<file path="config.mk">
export PLATFORM = sky130hd
export DESIGN_NAME = poly_chord_mixer
export DESIGN_NICKNAME = d
export VERILOG_FILES = /design/src/rtl/poly_chord_mixer.sv
export SDC_FILE = /design/constraint.sdc
export NUM_CORES = 1
export LEC_CHECK = 0
export ABC_CLOCK_PERIOD_IN_PS = 4300
export CAP_MARGIN = 10
export CORE_ASPECT_RATIO = 1.25
export CORE_MARGIN = 2
export CORE_UTILIZATION = 45
export CTS_CLUSTER_DIAMETER = 30
export DETAILED_ROUTE_END_ITERATION = 10
export PLACE_DENSITY_LB_ADDON = 0.15
export SLEW_MARGIN = 0
export SYNTH_ARGS = -nofsm -noshare
export SYNTH_HDL_FRONTEND = slang
export SYNTH_SLANG_ARGS = --single-unit
</file>
<file path="constraint.sdc">
create_clock -name clk -period 4.3 [get_ports clk]
set_input_delay 0.86 -clock clk [delete_from_list [all_inputs] [get_ports clk]]
set_output_delay 0.86 -clock clk [all_outputs]
set_load 0.005 [all_outputs]
</file>
<file path="src/rtl/poly_chord_mixer.sv">
// poly_chord_mixer: N-voice sample mixer between note players and the codec.
// On each codec request it collects one signed sample per active voice
// (zero-filling voices that miss the timeout window), sums them one voice per
// cycle, normalises the sum and presents it with a one-cycle ready strobe.
// Optional feature macro: MIX_SATURATE_EN (shift by MIX_SHIFT and clamp);
// without it the sum is shifted by clog2(NUM_VOICES) and cannot overflow.
module poly_chord_mixer #(
  parameter int NUM_VOICES  = 3,
  parameter int SAMPLE_W    = 16,
  parameter int TIMEOUT_CYC = 64,
  parameter int MIX_SHIFT   = 2
) (
  input  logic                           clk,
  input  logic                           reset,
  input  logic                           play_enable,
  input  logic [NUM_VOICES-1:0]          voice_active,
  input  logic [NUM_VOICES*SAMPLE_W-1:0] voice_sample,
  input  logic [NUM_VOICES-1:0]          voice_sample_valid,
  input  logic                           generate_next_sample,
  output logic [SAMPLE_W-1:0]            sample_out,
  output logic                           new_sample_ready,
  output logic [NUM_VOICES-1:0]          voice_timeout,
  output logic                           overrun
);

  localparam int CW    = $clog2(NUM_VOICES);
  localparam int ACC_W = SAMPLE_W + CW;
  localparam int TW    = $clog2(TIMEOUT_CYC);
  localparam logic [TW-1:0] TO_LAST  = TW'(TIMEOUT_CYC - 1);
  localparam logic [CW-1:0] IDX_LAST = CW'(NUM_VOICES - 1);

  // Elaboration-time guards on the legal parameter ranges.
  if (NUM_VOICES < 2 || NUM_VOICES > 8) begin : g_bad_voices
    $error("poly_chord_mixer: NUM_VOICES must be 2..8");
  end
  if (TIMEOUT_CYC < 2) begin : g_bad_timeout
    $error("poly_chord_mixer: TIMEOUT_CYC must be at least 2");
  end
  if (MIX_SHIFT < 0 || MIX_SHIFT >= ACC_W) begin : g_bad_shift
    $error("poly_chord_mixer: MIX_SHIFT out of range");
  end

  typedef enum logic [1:0] {IDLE, COLLECT, SUM, OUT} state_t;

  state_t                      r_state, w_state_next;
  logic [NUM_VOICES-1:0]       r_pending;
  logic signed [SAMPLE_W-1:0]  r_samples [NUM_VOICES];
  logic [TW-1:0]               r_to_cnt;
  logic [CW-1:0]               r_idx;
  logic signed [ACC_W-1:0]     r_acc;
  logic [SAMPLE_W-1:0]         r_sample_out;
  logic [NUM_VOICES-1:0]       r_voice_timeout;
  logic                        r_overrun;

  logic                        w_start;
  logic [NUM_VOICES-1:0]       w_capture;
  logic                        w_timeout_hit;
  logic [NUM_VOICES-1:0]       w_zero_fill;
  logic signed [SAMPLE_W-1:0]  w_cur;
  logic signed [ACC_W-1:0]     w_ext;
  logic signed [ACC_W-1:0]     w_acc_sum;
  logic [SAMPLE_W-1:0]         w_norm;

  assign w_start       = (r_state == IDLE) && generate_next_sample;
  assign w_timeout_hit = (r_state == COLLECT) && (r_pending != '0) && (r_to_cnt == TO_LAST);
  assign w_zero_fill   = w_timeout_hit ? (r_pending & ~voice_sample_valid) : '0;
  assign w_cur         = r_samples[r_idx];
  assign w_ext         = w_cur;  // signed source: sign-extends into the accumulator width
  assign w_acc_sum     = r_acc + w_ext;

  // Which voices latch their sample this cycle: only pending ones, first strobe wins.
  always_comb begin
    // NOTE: every always_comb output gets a default first so no path can leave it unassigned and infer a latch.
    w_capture = '0;
    if (w_start && play_enable) begin
      w_capture = voice_active & voice_sample_valid;
    end else if (r_state == COLLECT) begin
      w_capture = r_pending & voice_sample_valid;
    end
  end

  // Normalise the final accumulator value into an output sample.
`ifdef MIX_SATURATE_EN
  localparam logic signed [ACC_W-1:0] SAT_MAX = {{(CW+1){1'b0}}, {(SAMPLE_W-1){1'b1}}};
  localparam logic signed [ACC_W-1:0] SAT_MIN = {{(CW+1){1'b1}}, {(SAMPLE_W-1){1'b0}}};
  logic signed [ACC_W-1:0] w_shifted;
  assign w_shifted = w_acc_sum >>> MIX_SHIFT;

  always_comb begin
    w_norm = w_shifted[SAMPLE_W-1:0];
    if (w_shifted > SAT_MAX) begin
      w_norm = SAT_MAX[SAMPLE_W-1:0];
    end else if (w_shifted < SAT_MIN) begin
      w_norm = SAT_MIN[SAMPLE_W-1:0];
    end
  end
`else
  // Shifting by clog2(NUM_VOICES) then truncating is just the top SAMPLE_W bits.
  assign w_norm = w_acc_sum[ACC_W-1:CW];
`endif

  // Next-state selection for the request / collect / sum / output sequence.
  always_comb begin
    w_state_next = r_state;
    unique case (r_state)
      IDLE:    if (generate_next_sample) w_state_next = play_enable ? COLLECT : SUM;
      COLLECT: if ((r_pending == '0) || w_timeout_hit) w_state_next = SUM;
      SUM:     if (r_idx == IDX_LAST) w_state_next = OUT;
      OUT:     w_state_next = IDLE;
      default: w_state_next = IDLE;
    endcase
  end

  // State register.
  always_ff @(posedge clk or negedge reset) begin
    if (!reset) begin
      r_state <= IDLE;
    end else begin
      // NOTE: sequential state always uses non-blocking assignment so every register sees pre-edge values.
      r_state <= w_state_next;
    end
  end

  // Per-voice sample latches: cleared on every request, then filled by captures.
  always_ff @(posedge clk or negedge reset) begin
    if (!reset) begin
      // NOTE: the latch array is a handful of flops, not a RAM, so it is reset like any other register.
      for (int i = 0; i < NUM_VOICES; i++) r_samples[i] <= '0;
    end else begin
      for (int i = 0; i < NUM_VOICES; i++) begin
        if (w_start) begin
          r_samples[i] <= w_capture[i] ? voice_sample[i*SAMPLE_W +: SAMPLE_W] : '0;
        end else if (w_capture[i]) begin
          r_samples[i] <= voice_sample[i*SAMPLE_W +: SAMPLE_W];
        end else if (w_zero_fill[i]) begin
          r_samples[i] <= '0;
        end
      end
    end
  end

  // Control and datapath registers: pending mask, timeout, accumulator, outputs.
  always_ff @(posedge clk or negedge reset) begin
    if (!reset) begin
      r_pending       <= '0;
      r_to_cnt        <= '0;
      r_idx           <= '0;
      r_acc           <= '0;
      r_sample_out    <= '0;
      r_voice_timeout <= '0;
      r_overrun       <= 1'b0;
    end else begin
      if (w_start) begin
        r_pending       <= play_enable ? (voice_active & ~voice_sample_valid) : '0;
        r_to_cnt        <= '0;
        r_voice_timeout <= '0;
      end else if (r_state == COLLECT) begin
        r_pending <= w_timeout_hit ? '0 : (r_pending & ~voice_sample_valid);
        r_to_cnt  <= r_to_cnt + 1'b1;
        if (w_timeout_hit) r_voice_timeout <= w_zero_fill;
      end

      if (w_state_next == SUM && r_state != SUM) begin
        r_acc <= '0;
        r_idx <= '0;
      end else if (r_state == SUM) begin
        r_acc <= w_acc_sum;
        r_idx <= r_idx + 1'b1;
        if (r_idx == IDX_LAST) r_sample_out <= w_norm;
      end

      if (generate_next_sample && r_state != IDLE) r_overrun <= 1'b1;
    end
  end

  assign sample_out       = r_sample_out;
  assign new_sample_ready = (r_state == OUT);
  assign voice_timeout    = r_voice_timeout;
  assign overrun          = r_overrun;

endmodule

</file>
Word-level counts from Yosys, hierarchy flattened --
Index checks and enable logic that the tools add are counted.
Operators by class: eq/ne operators 7, divide/modulo/power cells 0, $lt $le $gt $ge 1, muxes and demuxes 36, multiply operators 0, bitwise operators 7, reductions and logical operators 19, add/sub/neg operators 3, shift operators 0
Operators with widths (count):
- two-way mux 16 bit | 14
- two-way mux 18 bit | 2
- binary-select mux 16 bit (select 2 bit) | 1
- two-way mux 3 bit | 10
- adder 18 x 16 -> 18 bit | 1
- AND 3 bit | 4
- two-way mux 2 bit | 6
- two-way mux 6 bit | 2
- nonzero test 3 bit | 4
- == test 2 bit (second input constant) | 4
- one-hot mux 2 bit (4 select lines) | 1
- nonzero test 2 bit | 4
- adder 6 x 1 -> 6 bit (second input constant) | 1
- == test 6 bit (second input constant) | 1
- logical AND 1 bit | 6
- greater-or-equal comparator 3 bit (second input constant) | 1
- zero test 3 bit | 1
- NOT 2 -> 3 bit | 1
- NOT 3 bit | 1
- AND reduction 3 bit | 1
- adder 2 x 1 -> 2 bit (second input constant) | 1
- == test 2 x 1 -> 1 bit (second input constant) | 1
- zero test 2 bit | 1
- != test 2 bit (second input constant) | 1
- 3 further kinds | 3
Storage, ports and cells: bits in read-only memories 0, register bits after elaboration 99, logic and storage cells 84, output and inout bits 21, bits in writable memories 0, latch bits 0, memories kept 0

Longest topological paths before layout --
Gate-level depths: netlist of run 1.
depth in word-level cells 10, gate-level depth with buffers 15, mapped depth without buffers 13

Least setup slack after synthesis of run 1 --
No wires, ideal clock.
path type reg-to-reg, from register r_idx[1], to register r_sample_out[15], in the netlist sample_out[15], slack 1.295 ns, stages on the path, launching flop included 12, data arrival time 2.928 ns, path through dfrtp_1 -> buf_2 -> buf_1 -> mux2i_1 -> o21ai_0 -> ha_1 -> a21o_1 -> a21o_1 -> a211o_1 -> a31oi_2 -> xor3_1 -> o21ai_1
On the way: longest elaborated chain between the ends 7, elaborated cells between the ends (all ways) 12, classes of those cells add/sub: 1; eq/ne: 2; mux: 5; bitwise: 2; reduce/logical: 2
Ends and longest elaborated chain:
- start: declaration | line 49 | logic [CW-1:0] r_idx;
- start signal: assignment | line 168 | r_idx <= r_idx + 1'b1;
- parallel branches: the longest is 7 deep, another holds adder 18 x 16 -> 18 bit
- end signal: assignment | line 169 | if (r_idx == IDX_LAST) r_sample_out <= w_norm;
- end: declaration | line 51 | logic [SAMPLE_W-1:0] r_sample_out;
Several ways; the timed one is not identified. The select of a mux whose other input is x is not followed. A chain may end at the register's enable or synchronous reset.

Final worst setup path of run 1 --
from register r_idx[0], to register r_sample_out[15], in the netlist sample_out[15]
The elaborated chain is that of the path after synthesis.

==> results of run 1 <==
[per-stage QoR]
step	cell area (um2)	total power [uW]	setup WS (ps)	util	hold slack (ps)
5_1_grt	6180	3950	363	0.579	329
6_report	6180	3680	723	0.579	334
2_1_floorplan	4970	2370	1300	-	455
3_5_place_dp	5860	2880	755	0.550	465
4_1_cts	6180	3720	741	0.579	332
3_3_place_gp	5860	2830	942	0.550	449
[cell type report]
cell class / count / area [um2] / area share
clock buffer: 11 / 253 / 0.0409
clock inverter: 5 / 60.1 / 0.00972
inverter: 7 / 26.3 / 0.00425
multi-input combinational: 347 / 2360 / 0.383
sequential: 99 / 2480 / 0.401
tap: 132 / 165 / 0.0267
timing repair buffer: 85 / 831 / 0.134
[report_power, final]
group	switching (uW)	internal (uW)
Clock	350	485
Combinational	793	640
Sequential	201	1210
Total	1340	2340
[cells by family after synthesis]
kind of cell | after synthesis | synth area share
compound gates | 167 | 0.228
fa+ha+maj | 20 | 0.0519
xor+xnor | 15 | 0.0295
buf+inv | 29 | 0.0284
simple gates | 127 | 0.127
flops | 99 | 0.498
mux | 18 | 0.0368
[registers in the layout, indices dropped and copies added (netlist names)]
register,flops
r_acc,18
r_samples,48
r_pending,3
r_idx,2
r_state,2
r_to_cnt,6
overrun,1
sample_out,16
voice_timeout,3
[how the worst min path moves through the flow]
stage           startpoint        endpoint  slack [ps]  cells after the start
3_5_place_dp       overrun         overrun         470                      1
4_1_cts              reset  sample_out[10]         330                      1
2_1_floorplan  r_to_cnt[5]     r_to_cnt[5]         450                      1
6_report             reset  sample_out[10]         330                      1
3_3_place_gp       overrun         overrun         450                      1
5_1_grt              reset  sample_out[10]         330                      1
[per-layer routing]
metal | vias to the layer above | wire [um] | track usage
li1 | 1882 | - | -
met1 | 1944 | 5040 | 0.267
met2 | 83 | 6400 | 0.370
met3 | 13 | 405 | 0.0397
met4 | 0 | 186 | 0.0660
met5 | - | 0 | 0
[layout by cell type (no fill, tap or decap), types with 3 or more instances in the layout]
cell type / n
and2_1: 8
mux2i_1: 16
a21o_1: 6
a22o_1: 51
ha_1: 19
o21ai_0: 53
inv_1: 7
a21oi_1: 20
nand2_1: 70
a41oi_1: 3
o21bai_1: 3
xnor2_1: 9
a21boi_2: 3
nand3_1: 9
nand2b_1: 5
clkbuf_16: 9
buf_4: 8
clkdlybuf4s50_1: 77
xor2_1: 5
nor2_1: 12
o21ai_1: 13
nand4_1: 5
dfrtp_1: 99
==> reports/summary.log, run 1 <==
[critical_path] critical path startpoint category register
[placement] Port-buffer cells 78
[critical_path] kind of cell adding the most delay to the critical path compound AO/OA/AOI/OAI gates
[critical_path] worst setup path startpoint r_idx[0]
[timing] unrepaired setup endpoints after global routing no
[critical_path] Worst R2R End sample_out[15]
[clocking] Root Driver clkbuf_16
[floorplanning] number of top-level pins 79
[routing] post-detailed-route count of antenna-violating nets 0
[critical_path] endpoint arrival time on the critical path 3830 ps
[synth] cell with the most instances after synthesis dfrtp_1
[grt] number of global-route vias before repair 4080
[timing] crit path time final 3580 ps
[grt] wire length of the first global-routing pass 20100 um
[placement] post-DP HPWL 8920 um
[synth] main area contributors after synthesis dfrtp_1 (50%), a22o_1 (9.0%), o21ai_0 (5.3%)
[critical_path] critical path buffer and inverter count 2
[power] static leakage 0.00275 uW
[critical_path] highest fanout seen on the critical path 19
[clocking] number of buffers inserted during clock tree synthesis 9
[clocking] Sinks on Clock Net 99
[timing] final-report max-slew violation count 0
[synth] post-synthesis cell count 475
[synth] synthesized area divided by synthesized cell count 10.5 um2
[critical_path] startpoint-to-endpoint class of the critical path reg2reg
[floorplanning] number of placement rows 42
[clocking] H-Tree Depth 3
[timing] Clock Skews 6.43 ps
[placement] routability congestion estimate from global placement 0.894
[synth] post-synth net total 553
[routing] number of remaining DRC errors 0
[critical_path] cells on worst reg2reg path 12
[floorplanning] starting density of the core 0.466
[routing] Detailed Route Iter0 Violations 227
[floorplanning] die footprint 11900 um2
[clocking] number of cells upsized or downsized after cts 0
[layout] count of fill cells added during filler insertion 902
[clocking] TritonCTS clock tree built
[critical_path] cell with the biggest individual delay on the critical path dfrtp_1
[critical_path] stage delay of the slowest cell on the critical path 620 ps
[layout] final cell count without fillers 686
[timing] endpoints failing hold 0
[floorplanning] core box area 10700 um2
[timing] total negative setup slack 0 ps
[synth] share of synthesized registers carrying an async set or reset 1.00
[synth] sequential fraction of the synthesis area 0.498
[routing] Pre-antenna DRT Iters 4
[synth] flops & latches, synth 99
[critical_path] number of cells on the critical path 12
[floorplanning] Die X 98.0 um
[power] power density over the cells 596 nW/um2
[run] number of maximum-capacitance violations 0
[timing] Peak Freq 0.280 GHz
[timing] final critical-path share of the clock period 0.832
[clocking] later-pin clock latency in the skew report 340 ps
[synth] Yosys warning total 0
[routing] number of vias per cell 5.72
[critical_path] critical path, cell by cell inv_1, nor2_1, buf_4, nand2_1, o21ai_1, ha_1, a21oi_1, a21oi_1, a311o_1, a31oi_2, xor3_1, o21ai_1
[grt] GRT overflow 0
[critical_path] RR Startpoint r_idx[0]
[timing] transition time of the tightest slew-check pin 1110 ps
[routing] Via Count 3922
[synth] Synth area leader dfrtp_1
[layout] proportion of layout cells with a drive suffix above 1 0.0740
[critical_path] termination of the worst setup path sample_out[15]
[critical_path] required time at the endpoint of the critical path 4550 ps
[clocking] number of buffers inserted to repair setup after CTS 0
[floorplanning] vertical extent of the die 121 um
[synth] number of distinct library cells after synthesis 50
[routing] wirelength, routed 12000 um
[synth] area share of the largest cell type after synthesis 0.498
[layout] Post-layout nets 627
[critical_path] Crit. End Element register
[routing] detailed-route wire length per cell 17.5 um
[power] worst supply voltage drop on vdd 0.234 mV
[grt] initial antenna violation count 0
[synth] leading post-synthesis cells by instance count dfrtp_1 (99), nand2_1 (70), o21ai_0 (53)
[layout] count of inserted antenna diode cells 0
[placement] placed cell count 670
[clocking] cts-stage hold buffer count 0
[synth] top flip-flop cell by instance count after synthesis dfrtp_1
[timing] worst slew margin relative to its limit 0.256
[synth] area of the mapped netlist 4970 um2
[layout] Syn-to-layout area delta 24.3%
[critical_path] FF-to-FF setup slack 720 ps
[clocking] clock slew at the register clock pins of the worst setup and hold paths 70 ps
[timing] number of failing setup endpoints in the final timing report 0
[grt] pin count of the biggest net entering global routing 51
[synth] number of flops mapped to enable cells by yosys 0
[status] status complete, no violations
[grt] GR Util All Layers 0.212
[worst_hold_path] worst hold path class in2async
[clocking] clk buf depth 2
No activity file was read; power rests on OpenSTA's default activity.
==> run 2, diff against run 1 <==
--- a/config.mk
+++ b/config.mk
@@ -5,7 +5,7 @@
 export SDC_FILE = /design/constraint.sdc
 export NUM_CORES = 1
 export LEC_CHECK = 0
-export ABC_CLOCK_PERIOD_IN_PS = 4300
+export ABC_CLOCK_PERIOD_IN_PS = 3120
 export CAP_MARGIN = 10
 export CORE_ASPECT_RATIO = 1.25
 export CORE_MARGIN = 2
==> constraint.sdc (replaced) <==
create_clock -name clk -period 3.12 [get_ports clk]
set_input_delay 0.624 -clock clk [delete_from_list [all_inputs] [get_ports clk]]
set_output_delay 0.624 -clock clk [all_outputs]
set_load 0.005 [all_outputs]
==> run 2 against run 1 <==
Sequential share of layout area is 0.21 points lower. Sequential power grew 38%. First-iteration DRC count shrank 15%. Critical endpoint is now r_acc[15]. Highest routed layer unchanged.
==> reports/summary.log, run 2 (synthesized netlist as in run 1, its figures left out) <==
[status] status complete, no violations
[grt] GRT overflow 0 [unchanged]
[layout] count of inserted antenna diode cells 0 [unchanged]
[power] power density over the cells 814 nW/um2 [+37%]
[timing] transition time of the tightest slew-check pin 664 ps [-445 ps]
[placement] routability congestion estimate from global placement 0.850 [-5.0%]
[routing] number of vias per cell 5.66 [-1.0%]
[timing] number of failing setup endpoints in the final timing report 0 [unchanged]
[critical_path] highest fanout seen on the critical path 13 [-6]
[critical_path] critical path, cell by cell buf_6, mux2i_1, o21ai_0, ha_1, and2_1, o21ai_0, and3_1, a21bo_2, a221oi_2, xor2_1, o21ai_1
[worst_hold_path] worst hold path class in2async
[placement] instance area at placement 5920 um2 [+0.96%]
[critical_path] Crit. End Element register
[clocking] number of buffers inserted during clock tree synthesis 9 [unchanged]
[grt] busiest grt layer met2
[layout] most common cell after layout, fill and taps aside dfrtp_1
[clocking] Root Driver clkbuf_16
[grt] global-route met1 utilization 0.256 [-0.0114]
[power] static leakage 0.00278 uW [+1.0%]
[routing] Via Count 3921 [-0.025%]
[layout] Post-layout nets 634 [+1.1%]
[timing] total negative setup slack 0 ps [unchanged]
[floorplanning] die footprint 11900 um2 [unchanged]
[power] worst supply voltage drop on vdd 0.356 mV [+52%]
[layout] area occupied by multi-input gates 2360 um2 [-0.26%]
[routing] Pre-antenna DRT Iters 4 [unchanged]
[timing] worst slew margin relative to its limit 0.557 [+0.301]
[timing] worst-case hold slack 266 ps [-68.3 ps]
[timing] Peak Freq 0.342 GHz [+22%]
[grt] initial antenna violation count 0 [unchanged]
[layout] most frequent cells in the layout dfrtp_1 (98), clkdlybuf4s50_1 (77), nand2_1 (70)
[layout] Syn-to-layout area delta 25.0%
[layout] proportion of layout cells with a drive suffix above 1 0.0891 [+0.0151]
[critical_path] Worst R2R End r_acc[15]
[timing] unrepaired setup endpoints after global routing no
[timing] endpoints failing hold 0 [unchanged]
[floorplanning] number of placement rows 42 [unchanged]
[grt] Global Route met3 Usage 0.0351 [-0.00461]
[critical_path] critical path buffer and inverter count 1 [-1]
[critical_path] kind of cell adding the most delay to the critical path compound AO/OA/AOI/OAI gates
[critical_path] critical path startpoint category register
[critical_path] endpoint arrival time on the critical path 3130 ps [-700 ps]
[timing] final-report max-slew violation count 0 [unchanged]
[placement] Port-buffer cells 78 [unchanged]
[critical_path] required time at the endpoint of the critical path 3320 ps [-1230 ps]
[critical_path] CP dominant cell by count o21ai_0
[critical_path] cell with the biggest individual delay on the critical path dfrtp_2
[routing] post-detailed-route count of antenna-violating nets 0 [unchanged]
[layout] register area 2480 um2 [about the same]
[grt] Global Route met2 Usage 0.377 [+0.00642]
[timing] Clock Skews 9.20 ps [+2.77 ps]
[clocking] H-Tree Depth 3 [unchanged]
[critical_path] startpoint-to-endpoint class of the critical path reg2reg
[grt] number of global-route vias before repair 4020 [-1.5%]
[floorplanning] starting density of the core 0.466 [unchanged]
[floorplanning] core box area 10700 um2 [unchanged]
[clocking] later-pin clock latency in the skew report 350 ps [about the same]
[routing] detailed-route wire length per cell 17.4 um [-0.62%]
[timing] crit path time final 2920 ps [-652 ps]
[run] number of maximum-capacitance violations 0 [unchanged]
[grt] GR Util All Layers 0.210 [-0.00262]
[routing] number of remaining DRC errors 0 [unchanged]
[placement] post-DP HPWL 8890 um [-0.38%]
[clocking] Sinks on Clock Net 99 [unchanged]
[grt] wire length of the first global-routing pass 19700 um [-2.4%]
[routing] wirelength, routed 12100 um [+0.39%]
[critical_path] RR Startpoint r_idx[1]
[clocking] TritonCTS clock tree built
[layout] number of flip-flops in the largest register 48 [unchanged]
[floorplanning] vertical extent of the die 121 um [unchanged]
[layout] register name with the most flops r_samples
[timing] final critical-path share of the clock period 0.937 [+0.106]
[grt] pin count of the biggest net entering global routing 57 [+12%]
[critical_path] stage delay of the slowest cell on the critical path 460 ps [-160 ps]
[critical_path] cells on worst reg2reg path 11 [-1]
[routing] Detailed Route Iter0 Violations 193 [-15%]
[floorplanning] Die X 98.0 um [unchanged]
[clocking] clock slew at the register clock pins of the worst setup and hold paths 70 ps [about the same]
[layout] count of fill cells added during filler insertion 909 [+0.78%]
[critical_path] FF-to-FF setup slack 200 ps [-530 ps]
[clocking] clk buf depth 2 [unchanged]
[layout] final standard cell area without fillers 6210 um2 [+0.57%]
[floorplanning] number of top-level pins 79 [unchanged]
## run 2: per-layer routing
| metal | share of wire | vias to the layer above |
|---|---|---|
| li1 | - | 1910 |
| met1 | 0.42 | 1923 |
| met2 | 0.53 | 77 |
| met3 | 0.033 | 11 |
| met4 | 0.012 | 0 |
| met5 | 0 | - |
## run 2: where the power goes
part,leakage (uW),total [uW],internal [uW],switching (uW)
clock,0.000144,1070,557,515
combinational,0.00131,2040,930,1110
sequential,0.00132,1940,1670,270
total,0.00278,5060,3160,1900
## run 2: layout make-up
cell class	instances	area share
flip-flops and latches	99	0.399
well taps	132	0.0266
clock buffers	9	0.0363
inverters	7	0.00423
clock inverters	7	0.00947
repair buffers	92	0.145
multi-input cells	347	0.380
## run 2: worst max-delay path by stage
stage / endpoint / startpoint / cells after the start / slack [ps]
finish: r_acc[15] / r_idx[1] / 11 / 200
global route: sample_out[15] / r_idx[1] / 12 / 40
CTS: r_acc[15] / r_idx[1] / 11 / 80
detailed placement: r_acc[15] / r_idx[1] / 11 / 90
global placement: r_acc[15] / r_idx[1] / 11 / 130
floorplan: sample_out[15] / r_idx[1] / 11 / 120
## run 2: repair_timing
| item | in CTS | in global routing |
|---|---|---|
| endpoints found under the setup margin | 0 | 9 |
| gates resized for setup | 0 | 3 |
| buffers inserted | 0 | 0 |
| hold endpoints to repair | 0 | 0 |
| hold buffers | 0 | 0 |
## run 2: metrics by stage
stage	power (uW)	util	cells	worst slack, ps
floorplan	3270	-	475	115
global placement	3970	0.555	677	127
detailed placement	4020	0.555	677	85.7
CTS	5110	0.582	693	82.8
global route	5410	0.582	693	41.3
finish	5060	0.582	693	195
